$ cat src/rtl/puf_resp_collector.sv
// Steps the 16:1 PUF mux select through every arbiter, waits a settle window per
// select, samples the muxed bit and hands the assembled word downstream on valid/ready.
//
// state   | meaning
// --------+-----------------------------------------------------------
// IDLE    | waiting for start; sel parked at 0, last word held on resp
// SETTLE  | mux input switched, counting down the settle window
// CAPTURE | one cycle: sample bit_in into shadow[sel], advance or deliver
// VALID   | resp_valid high, waiting for resp_ready
module puf_resp_collector #(
  parameter  int SEL_W         = 4,
  parameter  int SETTLE_CYCLES = 4,
  localparam int N_BITS        = 2 ** SEL_W
) (
  input  logic              i_clk,
  input  logic              i_rst,
  input  logic              i_start,
  input  logic              i_abort,
  input  logic              i_bit_in,
  output logic [SEL_W-1:0]  o_sel,
  output logic              o_busy,
  output logic [N_BITS-1:0] o_resp,
  output logic              o_resp_valid,
  input  logic              i_resp_ready
);

  typedef enum logic [1:0] {
    IDLE    = 2'd0,
    SETTLE  = 2'd1,
    CAPTURE = 2'd2,
    VALID   = 2'd3
  } state_t;

  localparam logic [7:0]       LP_RELOAD = 8'(SETTLE_CYCLES - 1);
  localparam logic [SEL_W-1:0] LP_LAST   = SEL_W'(N_BITS - 1);

  state_t            r_state;
  state_t            w_state_nxt;
  logic              r_busy;
  logic [SEL_W-1:0]  r_sel;
  logic [7:0]        r_cnt;
  logic [N_BITS-1:0] r_shadow;
  logic [N_BITS-1:0] r_resp;
  logic              r_resp_valid;

  logic              w_last;
  logic              w_accept;
  logic [N_BITS-1:0] w_shadow_new;

  // busy is registered alongside the state so it never glitches combinationally
  always_ff @(posedge i_clk) begin
    if (i_rst) begin
      r_state <= IDLE;
      r_busy  <= 1'b0;
    end else begin
      r_state <= w_state_nxt;
      r_busy  <= (w_state_nxt != IDLE);
    end
  end

  always_comb begin
    w_state_nxt = r_state;
    if (i_abort) begin
      w_state_nxt = IDLE;
    end else begin
      case (r_state)
        IDLE:    if (i_start)      w_state_nxt = SETTLE;
        SETTLE:  if (r_cnt == 8'd0) w_state_nxt = CAPTURE;
        CAPTURE: w_state_nxt = w_last ? VALID : SETTLE;
        VALID:   if (w_accept)     w_state_nxt = IDLE;
        default: w_state_nxt = IDLE;
      endcase
    end
  end

  always_comb begin
    w_last       = (r_sel == LP_LAST);
    w_accept     = (r_state == VALID) && r_resp_valid && i_resp_ready;
    w_shadow_new = r_shadow;
    w_shadow_new[r_sel] = i_bit_in;
  end

  // sel only moves on CAPTURE->SETTLE, VALID->IDLE, abort or reset
  always_ff @(posedge i_clk) begin
    if (i_rst) begin
      r_sel        <= '0;
      r_cnt        <= 8'd0;
      r_shadow     <= '0;
      r_resp       <= '0;
      r_resp_valid <= 1'b0;
    end else if (i_abort) begin
      r_sel        <= '0;
      r_cnt        <= 8'd0;
      r_shadow     <= '0;
      r_resp_valid <= 1'b0;
    end else begin
      case (r_state)
        IDLE: begin
          r_sel <= '0;
          if (i_start) begin
            r_cnt    <= LP_RELOAD;
            r_shadow <= '0;
          end
        end
        SETTLE: begin
          if (r_cnt != 8'd0) r_cnt <= r_cnt - 8'd1;
        end
        CAPTURE: begin
          r_shadow <= w_shadow_new;
          if (w_last) begin
            r_resp       <= w_shadow_new;
            r_resp_valid <= 1'b1;
          end else begin
            r_sel <= r_sel + 1'b1;
            r_cnt <= LP_RELOAD;
          end
        end
        VALID: begin
          if (w_accept) begin
            r_resp_valid <= 1'b0;
            r_sel        <= '0;
          end
        end
        default: ;
      endcase
    end
  end

  assign o_sel        = r_sel;
  assign o_busy       = r_busy;
  assign o_resp       = r_resp;
  assign o_resp_valid = r_resp_valid;

endmodule

$ cat config.mk
export PLATFORM = sky130hd
export DESIGN_NAME = puf_resp_collector
export DESIGN_NICKNAME = d
export VERILOG_FILES = /design/src/rtl/puf_resp_collector.sv
export SDC_FILE = /design/constraint.sdc
export NUM_CORES = 1
export LEC_CHECK = 0
export CAP_MARGIN = 20
export CORE_ASPECT_RATIO = 2
export CORE_MARGIN = 5
export CORE_UTILIZATION = 54
export CTS_CLUSTER_DIAMETER = 60
export DETAILED_ROUTE_END_ITERATION = 12
export MAX_ROUTING_LAYER = met4
export PLACE_DENSITY = 0.77
export SYNTH_ARGS = -nofsm -noshare
export SYNTH_HDL_FRONTEND = slang
export SYNTH_SLANG_ARGS = --single-unit
$ cat constraint.sdc
create_clock -name i_clk -period 2 [get_ports i_clk]
set_input_delay 0.4 -clock i_clk [delete_from_list [all_inputs] [get_ports i_clk]]
set_output_delay 0.4 -clock i_clk [all_outputs]
set_load 0.02 [all_outputs]
==> results.sh <==
export IMPL_layout_drive_gt1_share_pct=12.5
export IMPL_worst_setup_path_type="reg -> out"
export IMPL_root_buffer="clkbuf_8"
export IMPL_vias=1911
export IMPL_slew_violations=0
export IMPL_nets=274
export IMPL_boundaryPins=28
export IMPL_maxCapViolCount=0
export IMPL_async_reset_ff_share_pct=0
export IMPL_fmax_mhz=547
export IMPL_wire_per_inst_um=17.2
export IMPL_path_cells="clkdlybuf4s50_1"
export IMPL_crit_arrival_ps=1430
export IMPL_drt_wl_total_um=5420
export IMPL_std_cell_rows=33
export IMPL_yosysUniqueCellTypes=42
export IMPL_r2r_start="r_cnt[2]"
export IMPL_die_h_um=101
export IMPL_grt_max_degree=20
export IMPL_outcome="finished clean"
export IMPL_cts_sinks=47
export IMPL_crit_path_start_kind="flip-flop"
export IMPL_cp_depth=1
export IMPL_grt_pass1_wl_um=9070
export IMPL_period_share_pct=91.3
export IMPL_n_fill_cell=355
export IMPL_worstMarginPinSlew_ps=739
export IMPL_hold_buffers=0
export IMPL_cts_buffers_inserted=5
export IMPL_r2r_end="r_cnt[7]"
export IMPL_mostFrequentLayoutCells="dfxtp_1 (47), clkdlybuf4s50_1 (27), a21oi_1 (25), mux2i_1 (19), a211oi_1 (19)"
export IMPL_drt_initial_drc_count=42
export IMPL_antenna_found_initial=0
export IMPL_synth_seq_area_share_pct=42.5
export IMPL_startpoint="o_sel[2]"
export IMPL_routed_via_density=6.07
export IMPL_cts_resized_gates=0
export IMPL_die_area_mm2=0.00556
export IMPL_slew_headroom_pct=50.3
export IMPL_dpl_cell_area_mm2=0.00261
export IMPL_drc=0
export IMPL_min_to="r_shadow[1]"
export IMPL_p_per_area_mw_per_mm2=617
export IMPL_r2r_slack_ps=180
export IMPL_synth_edf_count=0
export IMPL_critPathBufInv=1
export IMPL_area_growth_syn_to_layout_pct=22.2
export IMPL_multiInputGateArea_mm2=0.00118
export IMPL_ir_worst_vdd_mv=0.725
export IMPL_fin_tns_setup_ps=0
export IMPL_ys_seq_elements=47
export IMPL_slowest_stage="clkdlybuf4s50_1"
export IMPL_gp_congestion=0.858
export IMPL_crit_family="buffers and inverters"
export IMPL_first_global_vias=1933
export IMPL_final_antenna_net_count=0
export IMPL_cp_data_required_time_ps=1600
export IMPL_core_mm2=0.00405
export IMPL_fin_cells=315
export IMPL_overflow=0
export IMPL_antennaDiodeCount=0
export IMPL_clk_path_buf_depth=2
export IMPL_ctsHtreeMaxLevel=2
export IMPL_placedCellCount=307
export IMPL_worst_path_largest_cell_delay_ps=660
export IMPL_synthCells=230
export IMPL_synthFlopType="dfxtp_1"
export IMPL_cts_tree="done"
export IMPL_power_leakage_nw=0.991
export IMPL_syn_area_mm2=0.00222
export IMPL_dr_pass1_iters=4
export IMPL_worstHoldPathType="reg -> reg"
export IMPL_synth_fp_nets=242
export IMPL_die_width_um=55.3
export IMPL_mostFrequentLayoutCell="dfxtp_1"
export IMPL_power_w=0.00167
export IMPL_crit_fanout=7
export IMPL_hp_start="r_shadow[1]"
export IMPL_place_hpwl_um=4070
export IMPL_io_buffers=27
export IMPL_ys_warnings_count=0
export IMPL_syn_area_per_cell_um2=9.63
export IMPL_rsz0062_at_grt="no"
export IMPL_initial_core_util_pct=54.8
export IMPL_setup_viol=0
export IMPL_hold_depth=1
export IMPL_end_kind="output pin"
export IMPL_final_area_mm2=0.00271
export IMPL_min_period_ps=1830
export IMPL_regArea_um2=941
export IMPL_cts_setup_buffers=0
export IMPL_fin_skew_ps=7.82
export IMPL_reg2reg_depth=3
export IMPL_hold_viol_final=0
export IMPL_path_clk_slew_ps=80
export IMPL_clock_latency_ps=290
export IMPL_grt_usage_pct=21.1
==> metrics by stage <==
| stage | util, % | setup slack [ps] | hold WS, ps |
|---|---|---|---|
| after floorplan | - | 137 | 432 |
| after global placement | 64.5 | 212 | 444 |
| after detailed placement | 64.5 | 183 | 447 |
| after CTS | 66.9 | 170 | 470 |
| after global routing | 66.9 | 120 | 488 |
| final | 66.9 | 173 | 472 |
==> report_power, final <==
group	total (W)	leakage [nW]	switching [W]	internal, W
logic	0.000108	0.560	0.0000636	0.0000443
registers	0.000945	0.379	0.00000429	0.000940
clock network	0.000618	0.0515	0.000302	0.000316
total	0.00167	0.991	0.000370	0.00130
==> cells in the mapped netlist (all sizes together) (3+ instances only) <==
cell type  instances  area [µm²]
o2bb2ai           15         131
a211o              3        27.5
nand3b             9        67.6
o211ai             4        30.0
a211oi            19         143
inv                4        15.0
o21ai              5        25.0
mux2i             19         190
or4                3        22.5
buf                3        13.8
nor3b              6        50.1
a21oi             25         125
ha                 6        75.1
dfxtp             47         941
clkbuf            17        63.8
nand3              8        40.0
nor2               3        11.3
nand2              6        22.5
==> kinds of logic after synthesis <==
logic type	after synthesis	share of synthesized area, %
fa+ha+maj	6	3.39
mux	19	8.58
flops	47	42.5
simple gates	51	14.8
buf+inv	24	4.18
compound gates	83	26.6
==> registers in the layout, indices dropped and copies added, names as in the netlist <==
name	count
r_state	2
o_resp	16
r_shadow	15
o_sel	4
o_resp_valid	1
r_cnt	8
o_busy	1
==> how the worst max path moves through the flow <==
| stage | end | slack, ps |
|---|---|---|
| final | o_sel[2] | 170 |
| after global routing | r_cnt[6] | 120 |
| after CTS | o_sel[2] | 170 |
| after detailed placement | r_shadow[0] | 180 |
| after global placement | r_shadow[11] | 210 |
| after floorplan | o_resp[10] | 140 |
==> metal layers <==
layer	track usage, %	share of wire [%]	vias to the layer above
li1	-	-	938
met1	20.3	38	945
met2	40.3	59	22
met3	3.72	2.0	6
met4	8.61	1.5	0
met5	-	0	-
==> final cells by class <==
class / count / share of cell area [%]
multi-input cells: 159 / 43.6
flip-flops and latches: 47 / 34.7
well taps: 52 / 2.40
inverters: 4 / 0.554
clock buffers: 8 / 3.70
repair buffers: 45 / 15.0
Power figures use the tool's default switching activity.
